[src/rtl/btn_onehot_capture_pkg.sv]
// Shared types and helpers for the button capture front end of the 8-to-3 encoder.
// FSM state encoding and the one-hot test live here so the bench and RTL agree.
package btn_onehot_capture_pkg;

    localparam int BIT_DEFAULT = 8;

    typedef enum logic [1:0] {
        IDLE  = 2'd0,
        HELD  = 2'd1,
        MULTI = 2'd2
    } state_t;

    function automatic logic is_onehot(input logic [BIT_DEFAULT-1:0] v);
        return (v != '0) &&
               ((v & (v - {{(BIT_DEFAULT-1){1'b0}}, 1'b1})) == '0);
    endfunction

endpackage

[src/rtl/btn_debounce.sv]
// Per-bit 2-flop sync plus tick-sampled debounce; db changes only after DEB_SAMPLES equal samples.
// Latency btn->db is 2+(DEB_SAMPLES-1)*DEB_TICKS+1 .. 2+DEB_SAMPLES*DEB_TICKS cycles; no backpressure.
module btn_debounce
    import btn_onehot_capture_pkg::*;
#(
    parameter int BIT         = BIT_DEFAULT,
    parameter int DEB_TICKS   = 50000,
    parameter int DEB_SAMPLES = 4
) (
    input  logic           clk,
    input  logic           rst,
    input  logic [BIT-1:0] btn,
    output logic [BIT-1:0] db
);

    localparam int CW = (DEB_TICKS > 1) ? $clog2(DEB_TICKS) : 1;
    localparam logic [CW-1:0] TICK_LAST = CW'(DEB_TICKS - 1);

    logic [BIT-1:0]         r_s1;
    logic [BIT-1:0]         r_bs;
    logic [CW-1:0]          r_cnt;
    logic [BIT-1:0]         r_db;
    logic [DEB_SAMPLES-1:0] r_sh  [BIT];
    logic [DEB_SAMPLES-1:0] w_nxt [BIT];
    logic                   w_tick;

    assign w_tick = (r_cnt == TICK_LAST);

    // Decide on the window including the sample being shifted in this tick.
    always_comb begin
        for (int k = 0; k < BIT; k++) begin
            w_nxt[k] = {r_sh[k][DEB_SAMPLES-2:0], r_bs[k]};
        end
    end

    always_ff @(posedge clk or posedge rst) begin
        if (rst) begin
            r_s1  <= '0;
            r_bs  <= '0;
            r_cnt <= '0;
            r_db  <= '0;
            for (int k = 0; k < BIT; k++) begin
                r_sh[k] <= '0;
            end
        end else begin
            r_s1  <= btn;
            r_bs  <= r_s1;
            r_cnt <= w_tick ? '0 : r_cnt + 1'b1;
            if (w_tick) begin
                for (int k = 0; k < BIT; k++) begin
                    r_sh[k] <= w_nxt[k];
                    if (&w_nxt[k]) begin
                        r_db[k] <= 1'b1;
                    end else if (~|w_nxt[k]) begin
                        r_db[k] <= 1'b0;
                    end
                end
            end
        end
    end

    assign db = r_db;

endmodule

[src/rtl/btn_onehot_capture.sv]
// Debounced single-key capture feeding the encoder; onehot is only ever zero or one-hot.
// db->onehot/press latency 1 cycle; no backpressure, clr wins over a same-cycle latch.
module btn_onehot_capture
    import btn_onehot_capture_pkg::*;
#(
    parameter int BIT         = BIT_DEFAULT,
    parameter int DEB_TICKS   = 50000,
    parameter int DEB_SAMPLES = 4,
    parameter int LATCH       = 1
) (
    input  logic           clk,
    input  logic           rst,
    input  logic [BIT-1:0] btn,
    input  logic           clr,
    output logic [BIT-1:0] onehot,
    output logic           press,
    output logic           multi
);

    logic [BIT-1:0] w_db;
    state_t         r_state;
    logic [BIT-1:0] r_key;
    logic [BIT-1:0] r_onehot;
    logic           r_press;
    logic           r_multi;

    btn_debounce #(
        .BIT        (BIT),
        .DEB_TICKS  (DEB_TICKS),
        .DEB_SAMPLES(DEB_SAMPLES)
    ) u_debounce (
        .clk(clk),
        .rst(rst),
        .btn(btn),
        .db (w_db)
    );

    // r_key tracks the physically held key separately from onehot, so a key
    // cleared by clr is not re-latched while it stays down.
    always_ff @(posedge clk or posedge rst) begin
        if (rst) begin
            r_state  <= IDLE;
            r_key    <= '0;
            r_onehot <= '0;
            r_press  <= 1'b0;
            r_multi  <= 1'b0;
        end else begin
            r_press <= 1'b0;
            case (r_state)
                IDLE: begin
                    if (is_onehot(w_db)) begin
                        r_state <= HELD;
                        r_key   <= w_db;
                        if (!clr) begin
                            r_onehot <= w_db;
                            r_press  <= 1'b1;
                        end
                    end else if (w_db != '0) begin
                        r_state <= MULTI;
                        r_multi <= 1'b1;
                    end
                end
                HELD: begin
                    if (w_db == r_key) begin
                        r_state <= HELD;
                    end else if (w_db == '0) begin
                        r_state <= IDLE;
                        if (LATCH == 0) r_onehot <= '0;
                    end else if (is_onehot(w_db)) begin
                        r_key <= w_db;
                        if (!clr) begin
                            r_onehot <= w_db;
                            r_press  <= 1'b1;
                        end
                    end else begin
                        r_state <= MULTI;
                        r_multi <= 1'b1;
                        if (LATCH == 0) r_onehot <= '0;
                    end
                end
                MULTI: begin
                    if (w_db == '0) begin
                        r_state <= IDLE;
                        r_multi <= 1'b0;
                    end
                end
                default: begin
                    r_state <= IDLE;
                    r_multi <= 1'b0;
                end
            endcase
            if (clr) r_onehot <= '0;
        end
    end

    assign onehot = r_onehot;
    assign press  = r_press;
    assign multi  = r_multi;

endmodule

[config.mk]
export PLATFORM = sky130hd
export DESIGN_NAME = btn_onehot_capture
export DESIGN_NICKNAME = d
export VERILOG_FILES = /design/src/rtl/btn_onehot_capture_pkg.sv /design/src/rtl/btn_debounce.sv /design/src/rtl/btn_onehot_capture.sv
export SDC_FILE = /design/constraint.sdc
export NUM_CORES = 1
export LEC_CHECK = 0
export ABC_AREA = 1
export CORE_ASPECT_RATIO = 1.4
export CORE_UTILIZATION = 53
export CTS_BUF_LIST = sky130_fd_sc_hd__clkbuf_8 sky130_fd_sc_hd__clkbuf_16
export DETAILED_ROUTE_END_ITERATION = 8
export DONT_BUFFER_PORTS = 1
export GPL_ROUTABILITY_DRIVEN = 0
export GPL_TIMING_DRIVEN = 0
export PLACE_DENSITY = 0.66
export SYNTH_ARGS = -nofsm -noshare
export SYNTH_HDL_FRONTEND = slang
export SYNTH_HIERARCHICAL = 1
export SYNTH_SLANG_ARGS = --single-unit
[constraint.sdc]
create_clock -name clk -period 5.65 [get_ports clk]
set_input_delay 1.13 -clock clk [delete_from_list [all_inputs] [get_ports clk]]
set_output_delay 1.13 -clock clk [all_outputs]
set_load 0.01 [all_outputs]
# Word-level counts from Yosys, hierarchy flattened
# Cells that the tools add are included.
# word_totals
ff_bits	84
latchBits	0
mem_bits_rw	0
rom_bits	0
out_inout_bits	10
wordCells	129
mem_count	0
# op_classes
add_sub_neg	2
mul	0
div	0
magnitude_cmp	0
eq_ne	22
shift	0
n_mux	45
bitwise_logic	1
reduce_logical	35
# op_table
cell	count
2-to-1 mux 8 bit	7
one-hot mux 8 bit (2 select lines)	2
AND reduction 4 bit	8
OR reduction 4 bit	8
2-to-1 mux 1 bit	26
adder 16 x 1 -> 16 bit, second input constant	1
equality test 16 bit, second input constant	1
zero test 8 bit	2
2-to-1 mux 16 bit	1
!= test 2 x 1 -> 1 bit, second input constant	8
AND reduction 2 bit	8
2-to-1 mux 2 bit	6
!= test 2 bit, second input constant	6
!= test 3 bit, second input constant	3
AND reduction 3 bit	3
AND 8 bit	1
equality test 8 bit	1
nonzero test 8 bit	1
subtractor 8 x 1 -> 8 bit, second input constant	1
one-hot mux 2 bit (3 select lines)	1
AND reduction 6 bit	1
!= test 4 bit, second input constant	1
one-hot mux 1 bit (3 select lines)	1
nonzero test 3 bit	1
other kinds (6)	6

# Depth between registers and ports, before layout
# depth
depth_word	9
ltp_mapped	11
ltp_nobuf	11

# Hierarchy
# The synthesis kept the hierarchy.
# modules_own_cells
module	instances	cells_each	area_each_um2	seq_area_each_um2
btn_debounce	1	318	2967.8	1601.5
btn_onehot_capture	1	184	1291.2	500.5

# Worst setup path after synthesis
# Ideal clock, no wire load.
# synth_timing
path_kind	input -> register
startpoint	in clr
endpoint	reg r_onehot[1], in the netlist onehot[1]
setup_time_ns	0.119
t_arrival_ns	1.581
t_required_ns	5.531
slack_ns	3.951
stages	5
path_buffers	0
cell_sequence	clkinv_1 nand2_1 nor2_4 nand2_1 nand2_1
# synth_via
elab_chain_len	2
elab_cells_between_ends	5
classes_between	eq/ne (2); mux (1); reduce/logical (2)
# synth_lines
item	line_no	rtl
start: declaration	btn_onehot_capture.sv:14	input logic clr,
!= test 3 bit (no line) or nonzero test 3 bit (tied branches)	--	
AND reduction 3 bit (no line)	--	
end signal: assignment	btn_onehot_capture.sv:55	r_onehot <= w_db;
end signal: assignment	btn_onehot_capture.sv:72	r_onehot <= w_db;
end: declaration	btn_onehot_capture.sv:23	logic [BIT-1:0] r_onehot;
# Several ways; a longest one is shown, not always the timed one.
# A chain may end at the register's enable or synchronous reset.

# Final worst setup path
# layout_timing
startpoint	reg r_onehot[1], in the netlist onehot[1]
endpoint	out onehot[1]
# layout_rtl
item	line_no	rtl
end: declaration	btn_onehot_capture.sv:15	output logic [BIT-1:0] onehot,
# No word-level cell between the ends.

==> impl_metrics.ini <==
[global_routing]
global_route.overflow_total = 0
largest_net_degree_at_the_start_of_global_routing = 39
grtUsageTotal_pct = 20.9
grt_pass1_wl_mm = 13.3
grt_antenna_before_repair = 0
grt_pass1_vias = 2997

[detailed_routing]
drt_drc_violations_left = 0
drt_iter0_drc = 116
ant_nets = 0
vias = 3047
route.detailed.vias_per_inst = 4.92
drtPass1Iterations = 4
detail_route.wirelength_mm = 7.85
routedWlPerCell_um = 12.7

[power]
seq_power_share_pct = 55.8
clkPwrFrac_pct = 42.4
p_sw_share_pct = 21.4
power.static_leakage_nw = 2.36
p_switching_w = 0.000233
ir_drop_mv = 0.203
power-per-cell-area_nw_per_um2 = 236
combinationalPowerShare_pct = 1.9
p_int_w = 0.000857

[worst_setup_path]
regToRegSetupSlack_ns = 3.91
worst_setup_path_start_kind = register
timing.critical_path.arrival_ns = 0.78
crit_required_ns = 4.52
regToRegStartpoint = u_debounce/db[3]
setup.worst_path.end_class = output port
rr_endpoint = r_key[3]
critPathLaunch = onehot[1]
path_depth = 0
critical_path.endpoint = onehot[1]
timing.setup.critical_path_class = reg2out
critical_path_peak_fanout = 2
ff2ff_path_depth = 9

[worst_hold_path]
depth_of_the_worst_hold_timing_path = 0
worstHoldPathType = reg2reg

[logic_synthesis]
synth.top_cells.by_area = sky130_fd_sc_hd__dfrtp_1 (49%), sky130_fd_sc_hd__nand2_1 (10%), sky130_fd_sc_hd__o21ai_2 (6.6%), sky130_fd_sc_hd__inv_1 (6.4%), sky130_fd_sc_hd__nor2_1 (5.1%)
postSynthNetCount = 514
post_synth_most_frequent_cells = sky130_fd_sc_hd__nand2_1 (113), sky130_fd_sc_hd__dfrtp_1 (84), sky130_fd_sc_hd__inv_1 (73)
post-synth-top-area-cell = sky130_fd_sc_hd__dfrtp_1
proportion_of_synthesized_chip_area_in_sequential_cells_pct = 49.4
synth-warning-count = 6
synth_edf_count = 0
synth.lib_cells_used.distinct = 27
netlist.area_leader.share_pct = 49.4
syn-cell-area_um2 = 4260
postSynth.topFlopCell = sky130_fd_sc_hd__dfrtp_1
synth-async-reset-ratio_pct = 100
synth.most_common_cell = sky130_fd_sc_hd__nand2_1
postSynthAreaPerCell_um2 = 8.48
synthesis_stage_register_bit_count = 84
syn_inst_count = 502

[timing]
grt_setup_unrepaired = false
maximum_clock_skew_at_final_layout_ns = 0.00550
fin_tns_setup_ns = 0
drv_slew = 0
finalCriticalPeriod_ns = 1.91
maxClockFrequency_mhz = 524
hold_ws_ns = 0.351
timing_worst_slew_pin_value_ns = 0.794
setup_viol_count_final = 0
timing.final.hold_violations = 0
timing.slew.headroom_pct = 47.0
final_min_period_over_clock_period_pct = 33.8

[die]
dieHeight_um = 108
die_area_um2 = 8400
initial_core_util_pct = 55.0
die_w_um = 77.8
io_pins = 21
rows = 38
fp.coreArea_um2 = 7750

[placement]
dpl.hpwl_mm = 5.79
buffer_ports.inserted = 0
place.detailed.instances = 603

[clock_tree]
clock_tree_root_driver_cell = sky130_fd_sc_hd__clkbuf_8
tritoncts_num_sinks = 84
postCtsResizedCells = 0
post-cts-setup-buffer-count = 0
cts_hold_buffers = 0
tritoncts = done
cts_htree_levels = 3
cts_made_buffers = 9
worst_skew_pair.late_latency_ns = 0.35
path_clk_slew_ns = 0.08
clockBufferDepth = 2

[flow_run]
max-cap-violations = 0

[layout]
layout-area-overhead-vs-synth_pct = 8.49
antenna-diode-count = 0
post_route_cells_drive_above_1_share_pct = 21.8
final_cells = 619
design.final.nets = 526

[run_status]
status = finished, final reports clean
[final cells by class]
type                            instances  area [µm²]
Tap cell                              100         125
Clock buffer                            9         124
Sequential cell                        84        2100
Timing Repair Buffer                    1        20.0
Inverter                               82         308
Multi-Input combinational cell        327        1760
Buffer                                  9        93.8
Fill cell                             696        3130
Clock inverter                          7        92.6
[worst min path at each step]
| stage | end | startpoint | slack, ns |
|---|---|---|---|
| after global routing | u_debounce/r_bs[3] | u_debounce/r_s1[3] | 0.36 |
| after floorplan | u_debounce/r_bs[0] | u_debounce/r_s1[0] | 0.33 |
| after detailed placement | u_debounce/r_bs[3] | u_debounce/r_s1[3] | 0.34 |
| after global placement | u_debounce/r_bs[6] | u_debounce/r_s1[6] | 0.33 |
| final | u_debounce/r_bs[3] | u_debounce/r_s1[3] | 0.35 |
| after CTS | u_debounce/r_bs[3] | u_debounce/r_s1[3] | 0.35 |
[flip-flops by register name, indices dropped and copies added, names as in the netlist]
| name | count |
|---|---|
| u_debounce/r_sh | 24 |
| u_debounce/db | 8 |
| r_state | 2 |
| u_debounce/r_cnt | 16 |
| multi | 1 |
| onehot | 8 |
| u_debounce/r_bs | 8 |
| press | 1 |
| r_key | 8 |
| u_debounce/r_s1 | 8 |
[cells by family (layout without fill, tap and decap cells)]
kind of cell / count (synthesis) / after routing / share of synthesized area, %
DFF: 84 / 84 / 49.4
buffers and inverters: 91 / 108 / 9.43
and+or+nand+nor: 278 / 278 / 31.7
AOI/OAI and AO/OA: 41 / 41 / 7.76
xor gates and xnor gates: 7 / 7 / 1.44
adders and majority gates: 1 / 1 / 0.294
[metal layers]
metal	vias up	GRT usage [%]	wire (µm)
met5	-	0	0
met4	0	10.1	111
met3	6	4.14	182
met2	37	39.9	4340
met1	1430	21.4	3220
li1	1574	-	-
[power by group through the flow]
stage	Combinational, W	Sequential (W)	Clock, W
floorplan	0.0000150	0.000620	0
global placement	0.0000194	0.000620	0
detailed placement	0.0000217	0.000620	0
CTS	0.0000218	0.000608	0.000477
global route	0.0000243	0.000609	0.000497
finish	0.0000203	0.000608	0.000462
[per-stage QoR]
stage / utilization [%] / total power [W] / setup slack, ns / instance area, µm²
2_1_floorplan: - / 0.000635 / 2.92 / 4260
3_3_place_gp: 56.6 / 0.000639 / 2.26 / 4380
3_5_place_dp: 56.8 / 0.000642 / 3.82 / 4400
4_1_cts: 59.6 / 0.00111 / 3.72 / 4620
5_1_grt: 59.6 / 0.00113 / 3.71 / 4620
6_report: 59.6 / 0.00109 / 3.74 / 4620
[layout by cell type (no fill, tap or decap), drive strengths merged]
cell type	synthesis	final
nand2	146	146
dfrtp	84	84
inv	80	81
nor2	66	66
nand3	46	46
o21ai	36	36
nand4	11	11
buf	9	10
clkbuf	0	9
nor3	8	8
xor2	6	6
clkinv	2	4
a21oi	3	3
bufinv	0	2
clkinvlp	0	2
o21bai	2	2
xnor2	1	1
nor2b	1	1
ha	1	1
Note: power is estimated with default switching activity, not from simulation.
